### config.mk
export PLATFORM = sky130hd
export DESIGN_NAME = flash_sample_streamer
export DESIGN_NICKNAME = d
export VERILOG_FILES = /design/src/rtl/flash_sample_streamer.sv
export SDC_FILE = /design/constraint.sdc
export NUM_CORES = 1
export LEC_CHECK = 0
export BUFFER_PORTS_ARGS = -buffer_cell sky130_fd_sc_hd__buf_2
export CAP_MARGIN = 20
export CORE_ASPECT_RATIO = 0.75
export CORE_MARGIN = 2
export CORE_UTILIZATION = 50
export DETAILED_ROUTE_END_ITERATION = 16
export PLACE_DENSITY = 0.8
export SYNTH_ARGS = -nofsm -noshare
export SYNTH_HDL_FRONTEND = slang
export SYNTH_SLANG_ARGS = --single-unit
### constraint.sdc
create_clock -name i_clk -period 5.31 [get_ports i_clk]
set_input_delay 1.062 -clock i_clk [delete_from_list [all_inputs] [get_ports i_clk]]
set_output_delay 1.062 -clock i_clk [all_outputs]
set_load 0.02 [all_outputs]
### src/rtl/flash_sample_streamer.sv
`default_nettype none
// ============================================================================
// Module   : flash_sample_streamer
// Purpose  : Walks an inclusive sample-address range, issues one flash read
//            per sample, buffers the results in a FWFT FIFO and streams them
//            to the DAC side over valid/ready.
// Options  : FLASH_STREAM_LOOP_EN - wrap to the start address instead of
//            finishing, streaming continuously until stopped.
// Revision : 1.0 - initial release
// ============================================================================
module flash_sample_streamer #(
  parameter int ADDR_W     = 21,
  parameter int DATA_W     = 32,
  parameter int FIFO_DEPTH = 8
) (
  input  logic              i_clk,
  input  logic              i_rst,
  input  logic              i_play,
  input  logic              i_stop,
  input  logic [ADDR_W-1:0] i_start_addr,
  input  logic [ADDR_W-1:0] i_end_addr,
  output logic              o_flash_start,
  output logic [ADDR_W-1:0] o_flash_addr,
  input  logic [DATA_W-1:0] i_flash_data,
  input  logic              i_flash_ack,
  output logic [DATA_W-1:0] o_sample,
  output logic              o_sample_valid,
  input  logic              i_sample_ready,
  output logic              o_busy,
  output logic              o_done
);

  localparam int c_PTR_W = $clog2(FIFO_DEPTH);
  localparam int c_CNT_W = $clog2(FIFO_DEPTH + 1);
  localparam logic [c_CNT_W-1:0] c_DEPTH = c_CNT_W'(FIFO_DEPTH);

  typedef enum logic [2:0] {
    S_IDLE  = 3'd0,
    S_REQ   = 3'd1,
    S_WAIT  = 3'd2,
    S_DRAIN = 3'd3,
    S_FLUSH = 3'd4
  } state_t;

  state_t              r_state;
  state_t              w_state_nxt;
  logic [ADDR_W-1:0]   r_addr;
  logic [ADDR_W-1:0]   w_addr_nxt;
  logic [ADDR_W-1:0]   r_end;
`ifdef FLASH_STREAM_LOOP_EN
  logic [ADDR_W-1:0]   r_start;
`endif

  logic [DATA_W-1:0]   r_mem [FIFO_DEPTH];
  logic [c_PTR_W-1:0]  r_wr_ptr;
  logic [c_PTR_W-1:0]  r_rd_ptr;
  logic [c_CNT_W-1:0]  r_count;

  logic                w_latch;
  logic                w_push;
  logic                w_pop;
  logic                w_flush;
  logic                w_flash_start;
  logic                w_done;

  // --------------------------------------------------------------------------
  // Next-state logic
  // --------------------------------------------------------------------------
  always_comb begin
    w_state_nxt   = r_state;
    w_addr_nxt    = r_addr;
    w_latch       = 1'b0;
    w_push        = 1'b0;
    w_flush       = 1'b0;
    w_flash_start = 1'b0;
    w_done        = 1'b0;

    case (r_state)
      S_IDLE: begin
        if (i_play && !i_stop) begin
          w_latch    = 1'b1;
          w_addr_nxt = i_start_addr;
          if (i_start_addr > i_end_addr) begin
            w_state_nxt = S_DRAIN;
          end else begin
            w_state_nxt = S_REQ;
          end
        end
      end

      S_REQ: begin
        if (i_stop) begin
          w_flush     = 1'b1;
          w_state_nxt = S_IDLE;
        end else if (r_count < c_DEPTH) begin
          // Room is guaranteed for the single outstanding read
          w_flash_start = 1'b1;
          w_state_nxt   = S_WAIT;
        end
      end

      S_WAIT: begin
        if (i_stop) begin
          if (i_flash_ack) begin
            w_flush     = 1'b1;
            w_state_nxt = S_IDLE;
          end else begin
            w_state_nxt = S_FLUSH;
          end
        end else if (i_flash_ack) begin
          w_push = 1'b1;
          // Compare before incrementing so the top address never wraps
          if (r_addr == r_end) begin
`ifdef FLASH_STREAM_LOOP_EN
            w_addr_nxt  = r_start;
            w_state_nxt = S_REQ;
`else
            w_state_nxt = S_DRAIN;
`endif
          end else begin
            w_addr_nxt  = r_addr + 1'b1;
            w_state_nxt = S_REQ;
          end
        end
      end

      S_DRAIN: begin
        if (i_stop) begin
          w_flush     = 1'b1;
          w_state_nxt = S_IDLE;
        end else if (r_count == '0) begin
          w_done      = 1'b1;
          w_state_nxt = S_IDLE;
        end
      end

      S_FLUSH: begin
        if (i_flash_ack) begin
          w_flush     = 1'b1;
          w_state_nxt = S_IDLE;
        end
      end

      default: begin
        w_state_nxt = S_IDLE;
      end
    endcase
  end

  // --------------------------------------------------------------------------
  // Control registers
  // --------------------------------------------------------------------------
  always_ff @(posedge i_clk) begin
    if (i_rst) begin
      r_state <= S_IDLE;
      r_addr  <= '0;
      r_end   <= '0;
    end else begin
      r_state <= w_state_nxt;
      r_addr  <= w_addr_nxt;
      if (w_latch) begin
        r_end <= i_end_addr;
      end
    end
  end

`ifdef FLASH_STREAM_LOOP_EN
  always_ff @(posedge i_clk) begin
    if (i_rst) begin
      r_start <= '0;
    end else if (w_latch) begin
      r_start <= i_start_addr;
    end
  end
`endif

  // --------------------------------------------------------------------------
  // Sample FIFO (first-word fall-through)
  // --------------------------------------------------------------------------
  assign w_pop = (r_count != '0) && i_sample_ready;

  always_ff @(posedge i_clk) begin
    if (i_rst) begin
      for (int i = 0; i < FIFO_DEPTH; i++) begin
        r_mem[i] <= '0;
      end
    end else if (w_push) begin
      r_mem[r_wr_ptr] <= i_flash_data;
    end
  end

  always_ff @(posedge i_clk) begin
    if (i_rst || w_flush) begin
      r_wr_ptr <= '0;
      r_rd_ptr <= '0;
      r_count  <= '0;
    end else begin
      if (w_push) begin
        r_wr_ptr <= r_wr_ptr + 1'b1;
      end
      if (w_pop) begin
        r_rd_ptr <= r_rd_ptr + 1'b1;
      end
      case ({w_push, w_pop})
        2'b10:   r_count <= r_count + 1'b1;
        2'b01:   r_count <= r_count - 1'b1;
        default: r_count <= r_count;
      endcase
    end
  end

  // --------------------------------------------------------------------------
  // Outputs
  // --------------------------------------------------------------------------
  assign o_flash_start  = w_flash_start;
  assign o_flash_addr   = r_addr;
  assign o_sample       = r_mem[r_rd_ptr];
  assign o_sample_valid = (r_count != '0);
  assign o_busy         = (r_state != S_IDLE);
  assign o_done         = w_done;

endmodule
`default_nettype wire

==> run summary, run 1 <==
Setup total negative slack on the finished layout was measured at 0 ps. The number of flops mapped to enable cells by yosys came out at 256. The final antenna-violating net count is 0. The finished layout holds 1695 standard cells, fillers aside. The final layout net count is 1377. The arrival time at the worst endpoint came out at 2810 ps. The area added between synthesis and finish came out at 13.6%. The cell area after synthesis came out at 15100 µm². The number of sinks driven by the clock tree came out at 314. The height of the die is 155 µm.

The weighted congestion at the end of routability-driven global placement is 0.887. Leaving out fill and tap cells, the most frequent cell in the layout is sky130_fd_sc_hd__and2_1. The total nets after synthesis came out at 1264.

The aggregate global-route resource usage came out at 0.224. The number of DRC violations after detailed routing is 0. Entering global routing, the biggest net connects 43 pins. The level count of the clock H-tree came out at 1. The detailed-route wire length is 34800 µm. In the final routed layout, each cell accounts on average for 20.6 µm. The number of core rows is 55.

The slew at the pin with the worst max-slew slack came out at 989 ps. The total of endpoints with negative setup slack in the final report came out at 0. The fmax came out at 258 MHz. In the synthesized netlist the dominant register cell turns out to be sky130_fd_sc_hd__edfxtp_1. The proportion of layout cells with a drive suffix above 1 came out at 0.251. The total count of max-transition violations in the final report is 0. The I/O pin total came out at 137. The full die area came out at 31600 µm². The post-route clock skew is 12.5 ps.

Of the available clock period, the critical path in the final layout requires 0.729. Clock tree synthesis inserted a total of 31 buffers. The category of the critical setup timing path is flop to output port.

The first global-routing pass estimated 54800 µm of wire. The number of warning messages in the yosys log is 0. The number of antenna violations at the first check in global routing is 2. The leftover overflow at the end of global routing came out at 0. The fraction of the yosys area taken by sequential cells came out at 0.586. The max-cap check violation count came out at 0. The initial core utilization is 0.504. The largest buffer count on any clock path came out at 3.

The unique cell type count in the Yosys netlist came out at 58. The detailed-route vias per instance is 5.71. For flop-to-flop paths, the worst setup slack is 1960 ps. After the first detailed-routing iteration, the DRC count stood at 840.

The worst setup path is captured at an output port. The placed wire-length estimate after detailed placement is 22600 µm. The insertion delay to the later sink of the worst-skew pair came out at 570 ps. The run finished with clean final reports. The detailed-route via count is 9673. The post-synthesis sequential element count is 314. The cell count after placement is 1635. The worst pin sits at a relative slew slack of 0.341. In this run the clock root is driven by a sky130_fd_sc_hd__clkbuf_16.

Of all flip-flops after synthesis, the portion carrying an async set or reset was 0. The clock transition at the register clock pins on the worst setup and hold paths after CTS came out at 60 ps. The kind of path behind the tightest hold check is flop to flop. The quantity of I/O buffers inserted on ports is 136.

Once the clock tree was built, the setup fixing pass inserted 0 buffers. The maximum fanout encountered on the critical timing path is 33. The worst supply voltage drop on vdd came out at 266 µV.

Setup repair after global routing left no endpoint under its margin. Leaving out fill and tap cells, the most frequent cells in the layout are 259 x sky130_fd_sc_hd__and2_1, 256 x sky130_fd_sc_hd__edfxtp_1, 136 x sky130_fd_sc_hd__buf_2. The number of gates resized after CTS is 0. The minimum period implied by the final worst setup slack is 3870 ps. The number of hold buffers added after cts came out at 0. The count of final hold-check violations came to 0. Synthesis produced a netlist whose cell count is 1156. The area inside the core boundary came out at 29900 µm². At the worst endpoint, the required time is 4250 ps. The first-pass iteration count of the detailed router came out at 5.

In this run the static leakage power is 6.63 nW. The critical path startpoint category is a flop. In this run the mean area of a mapped cell was 13.1 µm². TritonCTS built the clock tree. The die boundary width is 205 µm. The via count of the first global-routing pass is 9729.

Dividing total power by cell area gives a power density of 310 nW/µm².
## state kept, by name, indices dropped and copies added (netlist names), named ones only
| register | flops |
|---|---|
| o_flash_addr | 21 |
| r_end | 21 |
| r_state | 3 |
| r_wr_ptr | 3 |
| r_mem | 256 |
| r_rd_ptr | 3 |
| r_count | 4 |
## logic make-up after synthesis
kind of cell	Yosys count	share of synthesized area
fa+ha+maj	28	0.0237
simple gates	455	0.172
buf+inv	105	0.0292
compound gates	125	0.0499
flops	314	0.586
xor+xnor	28	0.0162
mux	101	0.123
## cell usage after synthesis, types with 2 or more instances
master	count	area (µm²)
sky130_fd_sc_hd__and2_1	259	1620
sky130_fd_sc_hd__nand4_1	10	62.6
sky130_fd_sc_hd__nor2_1	82	308
sky130_fd_sc_hd__nand2_1	26	97.6
sky130_fd_sc_hd__xor2_1	26	228
sky130_fd_sc_hd__dfxtp_1	58	1160
sky130_fd_sc_hd__o211ai_1	4	30.0
sky130_fd_sc_hd__o21ai_0	16	80.1
sky130_fd_sc_hd__o221a_2	4	45.0
sky130_fd_sc_hd__a221oi_1	3	26.3
sky130_fd_sc_hd__inv_1	28	105
sky130_fd_sc_hd__nand2b_1	4	25.0
sky130_fd_sc_hd__or2_2	6	37.5
sky130_fd_sc_hd__a21oi_1	67	335
sky130_fd_sc_hd__buf_6	2	22.5
sky130_fd_sc_hd__and4_1	5	43.8
sky130_fd_sc_hd__ha_1	27	338
sky130_fd_sc_hd__o32ai_1	8	70.1
sky130_fd_sc_hd__buf_2	11	55.1
sky130_fd_sc_hd__xnor2_1	2	17.5
sky130_fd_sc_hd__o31ai_1	3	22.5
sky130_fd_sc_hd__mux2_2	32	360
sky130_fd_sc_hd__nor3_1	14	70.1
sky130_fd_sc_hd__nor2b_1	3	18.8
sky130_fd_sc_hd__nor4_1	9	56.3
sky130_fd_sc_hd__mux4_2	64	1440
sky130_fd_sc_hd__edfxtp_1	256	7690
sky130_fd_sc_hd__nor2_4	3	33.8
sky130_fd_sc_hd__a21o_1	4	30.0
sky130_fd_sc_hd__a22oi_1	3	22.5
sky130_fd_sc_hd__mux2i_1	5	50.1
sky130_fd_sc_hd__or2b_1	2	15.0
sky130_fd_sc_hd__a31oi_1	6	37.5
sky130_fd_sc_hd__nand3_1	13	65.1
sky130_fd_sc_hd__clkbuf_2	12	60.1
sky130_fd_sc_hd__and3_1	2	12.5
sky130_fd_sc_hd__or3_1	7	43.8
sky130_fd_sc_hd__clkbuf_1	50	188
## stage by stage
stage | hold WS [ps] | area (µm²) | setup slack, ps | power (mW) | utilization
after floorplan | 474 | 15100 | 700 | 3.12 | -
after global placement | 486 | 16200 | 1490 | 3.28 | 0.541
after detailed placement | 495 | 16200 | 1430 | 3.30 | 0.541
after CTS | 509 | 17100 | 1350 | 5.35 | 0.573
after global routing | 529 | 17100 | 1270 | 5.50 | 0.573
final | 508 | 17200 | 1440 | 5.32 | 0.573
## metal layers
layer  part of all wire  GRT usage  routed length (µm)
met1               0.44      0.328               15500
met2               0.46      0.349               16200
met3              0.073     0.0451                2540
met4              0.018     0.0466                 636
met5                  0          0                   0
## final cells by class
type                    count  area, µm²
multi-input cells         737       5900
repair buffers            157        851
clock inverters            17        128
flip-flops and latches    314       8850
fillers                  2356      12800
inverters                  28        105
diodes                      3       7.51
well taps                 399        499
clock buffers              40        810
## critical path: stages, from the launching register on
cell and delay [ps]:
sky130_fd_sc_hd__dfxtp_4 820, sky130_fd_sc_hd__buf_12 350, sky130_fd_sc_hd__mux4_2 570, sky130_fd_sc_hd__mux2_2 320, sky130_fd_sc_hd__buf_2 170
## power breakdown
group | leakage [nW] | total, mW | internal (mW) | switching, mW
clock | 0.455 | 2.07 | 1.16 | 0.905
sequential | 3.12 | 2.81 | 2.75 | 0.0610
combinational | 3.05 | 0.447 | 0.171 | 0.276
total | 6.63 | 5.32 | 4.08 | 1.24
## final timing paths
check | start | to | depth (start not counted)
worst max-delay path | flop | o_sample[30] | 4
worst min-delay path | r_end[5] | r_end[5] | 2
worst max register to register | r_state[1] | r_mem[0][23] | 7
worst min register to register | r_end[5] | r_end[5] | 2
Power figures use the tool's default switching activity.
==> run 2: changes to the inputs <==
clock period = 4 ns   (was 5.31 ns; I/O delays follow)
==> run summary, run 2 (synthesized netlist as in run 1, its figures left out) <==
Counting flops per register, the top entry is r_mem. The final total power is 7.15 mW. Of the total power, registers draw 0.520. The run finished with clean final reports. Counting the fill cells in the layout gives 2345. The analysis attributes to cell leakage a power of 6.68 nW. The power density over the cells is 414 nW/µm². The largest buffer count on any clock path came out at 3. The arrival time at the worst endpoint is 2610 ps. In the final timing run, aggregate negative setup slack is 0 ps. The length in cells of the worst reg-to-reg path is 10.

The placement-stage cell area is 16300 µm². The proportion of layout cells with a drive suffix above 1 is 0.253. The post-route clock skew is 10.1 ps. The part of the power in the clock network came out at 0.394. The share of total power dissipated in combinational logic is 0.086. The wire length of the first global-routing pass is 55100 µm. The initial core utilization came out at 0.504. Buffers added to address setup during post-CTS repair amount to 0. The multi-input gate area in the final layout came out at 5900 µm².

TritonCTS built the clock tree. The maximum fanout encountered on the critical timing path came out at 34. The number of buffers and inverters on the critical path came out at 2. The total count of max-transition violations in the final report came out at 0. The aggregate global-route resource usage is 0.226. The max-cap check violation count came out at 0. After routing the design area is 17300 µm². The number of sinks driven by the clock tree is 314.

Once routing completed, OpenROAD measured the worst setup slack at 589 ps. The die boundary width is 205 µm. The level count of the clock H-tree came out at 1. In this run the worst hold path is classified as input pin to flop. The quantity of I/O buffers inserted on ports came out at 136. The final layout net count came out at 1380. The area of all sequential standard cells is 8850 µm².

The number of core rows is 55. The post-detailed-route wirelength per cell came out at 20.8 µm. The portion of the clock cycle consumed by the worst path in the final layout is 0.853.

Setup violations remaining at the end of the flow were counted as 0. The power spent charging and discharging nets is 1.66 mW. The number of gates resized after CTS is 0.

The worst path needs 3410 ps of the cycle, external delays included. The worst slew margin relative to its limit is 0.279. Entering global routing, the biggest net connects 46 pins. The later pin in the worst-skew pair is clocked with a latency of 560 ps. The critical path crosses 4 cells after its start point. The area added between synthesis and finish came out at 14.5%. The critical path startpoint category is a flop. The uppermost layer routed is met4.

The signal on the critical path passes through buf_12 > mux4_2 > mux2_2 > buf_2. The detail route stage leaves a number of antenna-violating nets equal to 0. Setup repair after global routing left no endpoint under its margin. The number of flip-flops under the largest register name came out at 256. The internal power consumption is 5.49 mW. The setup path with the least slack is of type flop to output port. The critical path's largest stage delay came out at 640 ps. For this block, wires on met1 add up to 15600 µm.

The number of hold buffers added after cts came out at 0. In the layout the commonest cells are 259 x sky130_fd_sc_hd__and2_1, 256 x sky130_fd_sc_hd__edfxtp_1, 136 x sky130_fd_sc_hd__buf_2. The detailed-route via count came out at 9660. The non-filler instance count after layout is 1697. The cell count after placement is 1638. The first-pass iteration count of the detailed router came out at 5. The number of antenna violations at the first check in global routing is 2. The detailed-route vias per instance came out at 5.69.

The required time of the critical path came out at 3200 ps. Measured along the y axis, the die boundary spans 155 µm. After detailed routing, the total wire length is 35300 µm. The via count of the first global-routing pass came out at 9822. On the critical path, the stage with the largest delay is an instance of sky130_fd_sc_hd__dfxtp_4. The clock tree root driver cell is sky130_fd_sc_hd__clkbuf_16. IR analysis of the VDD net gives a maximum drop of 385 µV. For the pin with the worst max-slew slack, the measured transition is 1080 ps.

The switching part of the total came out at 0.232. The clock transition at the register clock pins on the worst setup and hold paths after CTS came out at 60 ps. The setup slack after placement came out at 880 ps. Counting the buffers created by CTS gives 31. The fmax came out at 293 MHz. The met2 wire length came out at 16600 µm.

The count of final hold-check violations came out at 0. At the end of routability-driven placement, the weighted congestion stood at 0.887. Summed over all nets, wire length on met3 after detailed routing comes to 2270 µm. The number of violations reported at the end of detailed-routing iteration 0 came out at 910. The worst setup path is captured at an output port. The worst hold path passes through 2 cells. The kind of cell adding the most delay to the critical path is multiplexers. The placed wire-length estimate after detailed placement came out at 22700 µm. The floorplan step defined a core boundary enclosing 29900 µm².

The leftover overflow at the end of global routing is 0. The most frequent standard cell in the layout excluding fill and tap cells is sky130_fd_sc_hd__and2_1. For this run, design rule violations remaining after detail routing come to 0.

The full die area is 31600 µm². For this design the top-level I/O count stands at 137.
==> run 2: cell count changes in the layout (fill, tap and decap cells not counted) <==
cell                         change
sky130_fd_sc_hd__buf_12          +7
sky130_fd_sc_hd__buf_4           -4
sky130_fd_sc_hd__bufinv_16       +1
sky130_fd_sc_hd__clkbuf_1        -2
sky130_fd_sc_hd__clkinv_1        +1
sky130_fd_sc_hd__clkinv_2        -3
sky130_fd_sc_hd__clkinv_4        +1
sky130_fd_sc_hd__clkinvlp_2      -1
sky130_fd_sc_hd__clkinvlp_4      +3
sky130_fd_sc_hd__diode_2         -1
==> run 2: stage by stage <==
step	util	hold slack, ps
floorplan	-	474
global placement	0.545	487
detailed placement	0.545	494
CTS	0.578	475
global route	0.578	511
finish	0.578	501
==> run 2: layout make-up <==
class,count,area share
Clock buffer,38,0.0464
Inverter,28,0.00608
Multi-Input combinational cell,737,0.341
Tap cell,399,0.0289
Clock inverter,19,0.00998
Sequential cell,314,0.512
Antenna cell,2,0.000289
Timing Repair Buffer,160,0.0556
==> run 2: worst paths after layout <==
check	start	to	slack [ps]
max	flop	o_sample[19]	590
min	i_flash_ack	r_state[2]	500
max reg2reg	r_count[0]	r_count[3]	1030
min reg2reg	r_end[20]	r_end[20]	510
==> run 2: layer usage <==
metal  up-vias  track usage
li1       4446            -
met5         -            0
met3        74       0.0322
met4         0       0.0587
met2       375        0.360
met1      4765        0.328
==> run 2: power groups by stage <==
| stage | combinational [mW] | sequential [mW] | clock [mW] |
|---|---|---|---|
| floorplan | 0.364 | 3.78 | 0 |
| global placement | 0.589 | 3.78 | 0 |
| detailed placement | 0.605 | 3.79 | 0 |
| CTS | 0.609 | 3.72 | 2.86 |
| global route | 0.667 | 3.73 | 2.98 |
| finish | 0.612 | 3.72 | 2.82 |
